<file path="config.mk">
export PLATFORM = sky130hd
export DESIGN_NAME = rx_module
export DESIGN_NICKNAME = d
export VERILOG_FILES = /design/src/rtl/uart_pkg.sv /design/src/rtl/uart_rx_sync.sv /design/src/rtl/rx_module.sv
export SDC_FILE = /design/constraint.sdc
export NUM_CORES = 1
export LEC_CHECK = 0
export BUFFER_PORTS_ARGS = -buffer_cell sky130_fd_sc_hd__buf_2
export CAP_MARGIN = 5
export CELL_PAD_IN_SITES_DETAIL_PLACEMENT = 1
export CELL_PAD_IN_SITES_GLOBAL_PLACEMENT = 2
export CORE_AREA = 2 2 73 75
export CTS_CLUSTER_DIAMETER = 80
export DETAILED_ROUTE_END_ITERATION = 12
export DIE_AREA = 0 0 75 77
export PLACE_DENSITY_LB_ADDON = 0.1
export SKIP_CTS_REPAIR_TIMING = 1
export SYNTH_ARGS = -nofsm -noshare
export SYNTH_HDL_FRONTEND = slang
export SYNTH_SLANG_ARGS = --single-unit
export TNS_END_PERCENT = 30
</file>
<file path="constraint.sdc">
create_clock -name clk_i -period 3.1 [get_ports clk_i]
set_input_delay 0 -clock clk_i [delete_from_list [all_inputs] [get_ports clk_i]]
set_output_delay 0 -clock clk_i [all_outputs]
set_load 0.01 [all_outputs]
</file>
<file path="src/rtl/uart_pkg.sv">
// Shared UART definitions: receiver state encoding, configuration field layout,
// oversampling constants and the data-length decode used by rx_module and tx_module.
package uart_pkg;

    typedef enum logic [2:0] {
        IDLE   = 3'd0,
        START  = 3'd1,
        DATA   = 3'd2,
        PARITY = 3'd3,
        STOP   = 3'd4,
        DONE   = 3'd5
    } rx_state_t;

    localparam int CONF_PARITY_IDX = 0;
    localparam int CONF_STOP_LSB   = 1;
    localparam int CONF_STOP_W     = 2;
    localparam int CONF_DATA_LSB   = 3;
    localparam int CONF_DATA_W     = 2;
    localparam int CONF_W          = CONF_STOP_W + CONF_DATA_W + 1;

    localparam int OVERSAMPLE = 16;
    localparam int MID_SAMPLE = 8;

    // 00..11 selects 5..8 data bits
    function automatic logic [3:0] data_bits(input logic [CONF_DATA_W-1:0] data_conf);
        return 4'd5 + {2'b00, data_conf};
    endfunction

endpackage

</file>
<file path="src/rtl/uart_rx_sync.sv">
// Two-flop synchroniser for the asynchronous serial line, with falling-edge detect.
// All flops reset to 1 so an idle-high line never produces a spurious edge.
module uart_rx_sync (
    input  logic clk_i,
    input  logic rst_i,
    input  logic rx_i,
    output logic rx_sync_o,
    output logic fall_o
);

    logic r_meta;
    logic r_sync;
    logic r_prev;

    always_ff @(posedge clk_i or posedge rst_i) begin
        if (rst_i) begin
            r_meta <= 1'b1;
            r_sync <= 1'b1;
            r_prev <= 1'b1;
        end else begin
            r_meta <= rx_i;
            r_sync <= r_meta;
            r_prev <= r_sync;
        end
    end

    assign rx_sync_o = r_sync;
    assign fall_o    = r_prev & ~r_sync;

endmodule

</file>
<file path="src/rtl/rx_module.sv">
// UART receive engine: 16x oversampled, 5-8 data bits LSB first, optional even
// parity, 1 or 2 stop bits; registered data/error outputs updated on DONE.
module rx_module
    import uart_pkg::*;
#(
    parameter int MAX_UART_DATA_W = 8,
    parameter int DATA_COUNTER_W  = 3,
    parameter int STOP_CONF_W     = 2,
    parameter int DATA_CONF_W     = 2,
    parameter int SAMPLE_COUNT_W  = 4
) (
    input  logic                                  clk_i,
    input  logic                                  rst_i,
    input  logic                                  baud_en_i,
    input  logic                                  rx_en_i,
    input  logic [STOP_CONF_W+DATA_CONF_W:0]      rx_conf_i,
    input  logic                                  uart_rx_i,
    output logic [MAX_UART_DATA_W-1:0]            rx_data_o,
    output logic                                  rx_done_o,
    output logic                                  rx_busy_o,
    output logic                                  parity_err_o,
    output logic                                  frame_err_o
);

    rx_state_t                          r_state;
    rx_state_t                          w_next;
    logic [SAMPLE_COUNT_W-1:0]          r_sample_cnt;
    logic [DATA_COUNTER_W-1:0]          r_bit_idx;
    logic                               r_stop_idx;
    logic [STOP_CONF_W+DATA_CONF_W:0]   r_conf;
    logic [MAX_UART_DATA_W-1:0]         r_data_buf;
    logic                               r_perr_acc;
    logic                               r_ferr_acc;
    logic [MAX_UART_DATA_W-1:0]         r_data;
    logic                               r_done;
    logic                               r_busy;
    logic                               r_perr;
    logic                               r_ferr;

    logic                               w_rx;
    logic                               w_fall;
    logic                               w_mid_tick;
    logic                               w_bit_tick;
    logic                               w_parity_en;
    logic                               w_two_stop;
    logic [DATA_COUNTER_W-1:0]          w_last_idx;
    logic                               w_start_frame;

    uart_rx_sync u_sync (
        .clk_i     (clk_i),
        .rst_i     (rst_i),
        .rx_i      (uart_rx_i),
        .rx_sync_o (w_rx),
        .fall_o    (w_fall)
    );

    assign w_mid_tick    = baud_en_i && (r_sample_cnt == SAMPLE_COUNT_W'(MID_SAMPLE - 1));
    assign w_bit_tick    = baud_en_i && (r_sample_cnt == SAMPLE_COUNT_W'(OVERSAMPLE - 1));
    assign w_parity_en   = r_conf[CONF_PARITY_IDX];
    assign w_two_stop    = |r_conf[CONF_STOP_LSB +: STOP_CONF_W];
    assign w_last_idx    = DATA_COUNTER_W'(data_bits(r_conf[CONF_DATA_LSB +: DATA_CONF_W]) - 4'd1);
    assign w_start_frame = (r_state == IDLE) && (w_next == START);

    always_ff @(posedge clk_i or posedge rst_i) begin
        if (rst_i) begin
            r_state <= IDLE;
        end else begin
            r_state <= w_next;
        end
    end

    // Dropping rx_en_i aborts any frame in progress on the next clock
    always_comb begin
        w_next = r_state;
        case (r_state)
            IDLE: begin
                if (rx_en_i && w_fall) w_next = START;
                else                   w_next = IDLE;
            end
            START: begin
                if (!rx_en_i)        w_next = IDLE;
                else if (w_mid_tick) w_next = w_rx ? IDLE : DATA;
                else                 w_next = START;
            end
            DATA: begin
                if (!rx_en_i)                                  w_next = IDLE;
                else if (w_bit_tick && (r_bit_idx == w_last_idx)) w_next = w_parity_en ? PARITY : STOP;
                else                                           w_next = DATA;
            end
            PARITY: begin
                if (!rx_en_i)        w_next = IDLE;
                else if (w_bit_tick) w_next = STOP;
                else                 w_next = PARITY;
            end
            STOP: begin
                if (!rx_en_i)                                    w_next = IDLE;
                else if (w_bit_tick && (r_stop_idx || !w_two_stop)) w_next = DONE;
                else                                             w_next = STOP;
            end
            DONE:    w_next = IDLE;
            default: w_next = IDLE;
        endcase
    end

    always_ff @(posedge clk_i or posedge rst_i) begin
        if (rst_i) begin
            r_sample_cnt <= '0;
            r_bit_idx    <= '0;
            r_stop_idx   <= 1'b0;
            r_conf       <= '0;
            r_data_buf   <= '0;
            r_perr_acc   <= 1'b0;
            r_ferr_acc   <= 1'b0;
        end else begin
            // Counter restarts at START entry and again at the start-bit midpoint
            if ((r_state == IDLE) || (w_next == IDLE) || ((r_state == START) && w_mid_tick)) begin
                r_sample_cnt <= '0;
            end else if (baud_en_i) begin
                r_sample_cnt <= r_sample_cnt + SAMPLE_COUNT_W'(1);
            end

            if (w_start_frame) begin
                r_conf     <= rx_conf_i;
                r_data_buf <= '0;
                r_perr_acc <= 1'b0;
                r_ferr_acc <= 1'b0;
                r_bit_idx  <= '0;
            end else if ((r_state == DATA) && w_bit_tick) begin
                r_data_buf[r_bit_idx] <= w_rx;
                r_bit_idx             <= r_bit_idx + DATA_COUNTER_W'(1);
            end else if ((r_state == PARITY) && w_bit_tick) begin
                r_perr_acc <= (^r_data_buf) ^ w_rx;
            end else if ((r_state == STOP) && w_bit_tick && !w_rx) begin
                r_ferr_acc <= 1'b1;
            end

            if (r_state != STOP)  r_stop_idx <= 1'b0;
            else if (w_bit_tick)  r_stop_idx <= 1'b1;
        end
    end

    // Outputs take their new values in the same edge that enters DONE
    always_ff @(posedge clk_i or posedge rst_i) begin
        if (rst_i) begin
            r_data <= '0;
            r_done <= 1'b0;
            r_busy <= 1'b0;
            r_perr <= 1'b0;
            r_ferr <= 1'b0;
        end else begin
            r_done <= (w_next == DONE);
            r_busy <= (w_next != IDLE);
            if (w_next == DONE) begin
                r_data <= r_data_buf;
                r_perr <= r_perr_acc;
                r_ferr <= r_ferr_acc | ~w_rx;
            end
        end
    end

    assign rx_data_o    = r_data;
    assign rx_done_o    = r_done;
    assign rx_busy_o    = r_busy;
    assign parity_err_o = r_perr;
    assign frame_err_o  = r_ferr;

endmodule

</file>
==> impl_metrics.py <==
metrics = {
    "pwr": {
        "leakagePower_nw": 1.164,
        "ir_worst_vdd_mv": 0.1899,
        "power_density_nw_per_um2": 467.8,
    },
    "global_route": {
        "antenna_found_initial": 0,
        "grt_use_total_pct": 16.29,
        "grt_max_degree": 42,
        "first_global_vias": 1457,
        "overflow": 0,
        "grt_pass1_wl_um": 7169,
    },
    "setup_path": {
        "worstSetupStartpointType": "flip-flop",
        "crit_path_top_delay_cell": "dfstp_2",
        "crit_path_cell_trace": "inv_1 > and4_4 > a41o_1 > a2111oi_4 > a21oi_1",
        "endpoint_kind": "flip-flop",
        "crit_path_max_incr_delay_ps": 700,
        "path_max_fanout": 19,
        "crit_type": "flip-flop to flip-flop",
        "cp_data_required_time_ps": 3260,
        "cp_top_family": "compound AO/OA/AOI/OAI gates",
        "crit_buf_inv": 1,
        "crit_arrival_ps": 2180,
    },
    "clock_tree": {
        "clkTransAtPathRegs_ps": 80,
        "cts_num_sinks": 41,
        "cts_buffers": 5,
        "cts-root-buf": "clkbuf_8",
        "cts_tree": "done",
        "htree_levels": 2,
        "clock_latency_ps": 300,
        "cts_max_path_buffers": 2,
    },
    "finish": {
        "multi_input_area_sq_um": 924.6,
        "seq_area_sq_um": 1030,
        "fin_cells": 273,
        "final_cell_area_sq_um": 2367,
        "diodes": 0,
        "drive_above_1_share_pct": 25.12,
        "syn_to_final_growth_pct": 16.14,
        "nFillCells": 554,
        "nets": 214,
    },
    "synth": {
        "synth_top_area_share_pct": 46.65,
        "synth_edf_count": 0,
        "async_flop_share_pct": 100.0,
        "yosys_warnings": 0,
        "synth-seq-cells": 41,
        "ys_top_cells_by_area": "dfrtp_1 (47%), xnor2_1 (5.2%), mux2_1 (4.4%)",
        "synth_top_flop_cell": "dfrtp_1",
        "synthesis.nets": 187,
        "postSynthAreaPerCell_sq_um": 11.65,
        "synth.distinct_cells": 45,
        "ys_seq_area_share_pct": 50.52,
        "synth_most_common_cell": "dfrtp_1",
        "yosysTopAreaCell": "dfrtp_1",
        "syn_area_sq_um": 2038,
        "syn_inst": 175,
        "yosys-top-cells-count": "dfrtp_1 (38), nor2_1 (17), nand2_1 (14)",
    },
    "placed_design": {
        "dp.cells": 258,
        "port_buffers": 21,
        "dpl_cell_area_sq_um": 2177,
        "gp_congestion": 0.7829,
        "hpwl_um": 3042,
    },
    "sta": {
        "min_period_ps": 2021,
        "tns_ps": 0,
        "whs_ps": 17.84,
        "final-setup-viol-count": 0,
        "timing.final.hold_violations": 0,
        "slew_headroom_pct": 56.19,
        "fmax_mhz": 494.7,
        "fin_crit_sh_pct": 65.20,
        "tightestPinTransition_ps": 648.6,
        "slew_viol_final": 0,
        "rsz0062_at_grt": "false",
        "skew_ps": 5.205,
    },
    "floorplanning": {
        "fp.dieW_um": 75,
        "io_pins": 22,
        "start_util_pct": 40.95,
        "die_height_um": 77,
        "core_sq_um": 4977,
        "die_area_sq_um": 5775,
        "row_count": 26,
    },
    "detailed_routing": {
        "ant_nets": 0,
        "post_drt_wl_per_cell_um": 15.64,
        "viasPerCell": 5.048,
        "route.detailed.drc": 0,
        "num_vias": 1378,
        "drtIter0Drc": 72,
        "routed_wl_um": 4271,
        "drt_first_pass_iters": 4,
    },
    "outcome": {
        "status": "completed",
    },
    "hold_path": {
        "hold_path.class": "input port to flip-flop",
    },
    "flow_run": {
        "maxCapViolations": 0,
    },
}
[cell usage in the layout, fill, tap and decap left out, types with 2 or more instances in the layout]
master,n
mux2_1,8
nand3_1,9
dfrtp_1,38
xor2_1,3
o21ai_1,3
nor3_2,2
a21oi_1,6
nor2_1,17
buf_2,21
inv_1,5
nor2b_1,3
dfstp_2,3
clkbuf_8,6
dlygate4sd3_1,7
ha_1,2
mux2_4,6
nand4_1,2
xnor2_1,12
nand2_1,14
mux2i_1,8
o211ai_1,2
[report_power, final]
part | switching [mW] | internal, mW | total (mW)
combinational | 0.0392 | 0.0344 | 0.0736
sequential | 0.0189 | 0.555 | 0.574
clock | 0.198 | 0.262 | 0.460
total | 0.256 | 0.851 | 1.11
[area by class of cell]
type	instances	area share, %
timing repair buffer	29	7.717
sequential	41	43.50
tap	70	3.700
inverter	6	0.9514
multi-input combinational	119	39.06
clock buffer	6	3.488
clock inverter	2	1.586
[sequential cells by signal (all words and copies together), names as in the netlist, 3 cells and up]
| signal | flops |
|---|---|
| r_state | 3 |
| r_bit_idx | 3 |
| r_data_buf | 8 |
| r_sample_cnt | 4 |
| r_conf | 5 |
| rx_data_o | 8 |
[worst min-delay path, stage by stage]
cell and delay (ps):
buf_2 110, inv_1 110, a211oi_4 60
[per-stage QoR]
| step | util (%) | worst slack, ps | total power [mW] |
|---|---|---|---|
| finish | 47.56 | 1079 | 1.107 |
| global placement | 43.74 | 1105 | 0.6510 |
| global route | 47.56 | 927.8 | 1.151 |
| floorplan | - | 1367 | 0.6334 |
| detailed placement | 43.74 | 1050 | 0.6547 |
| CTS | 46.15 | 1023 | 1.113 |
[kinds of logic after synthesis]
group	synth area share, %
simple gates	15.65
flops	50.52
compound gates	9.269
mux	12.77
xor+xnor	6.446
buf+inv	4.112
fa+ha+maj	1.228
[path summary, 6_finish.rpt]
| check | startpoint | endpoint | slack, ps | cells after the start |
|---|---|---|---|---|
| min in group asynchronous | rst_i | rx_data_o[6]$_DFFE_PP0P_ | 350 | 4 |
| max in group asynchronous | rst_i | u_sync.r_prev$_DFF_PP1_ | 2370 | 4 |
| min reg2reg | u_sync.r_meta$_DFF_PP1_ | u_sync.rx_sync_o$_DFF_PP1_ | 360 | 0 |
| max reg2reg | u_sync.rx_sync_o$_DFF_PP1_ | r_sample_cnt[3]$_DFFE_PP0P_ | 1080 | 5 |
| max | u_sync.rx_sync_o$_DFF_PP1_ | r_sample_cnt[3]$_DFFE_PP0P_ | 1080 | 5 |
| min | rx_en_i | r_state[2]$_DFF_PP0_ | 20 | 3 |
[per-layer routing]
metal	GRT usage, %	share of wire, %
met2	26.40	51
met5	0	0
met4	4.821	1.3
met3	4.731	2.6
met1	20.74	45
Note: power is estimated with default switching activity, not from simulation.
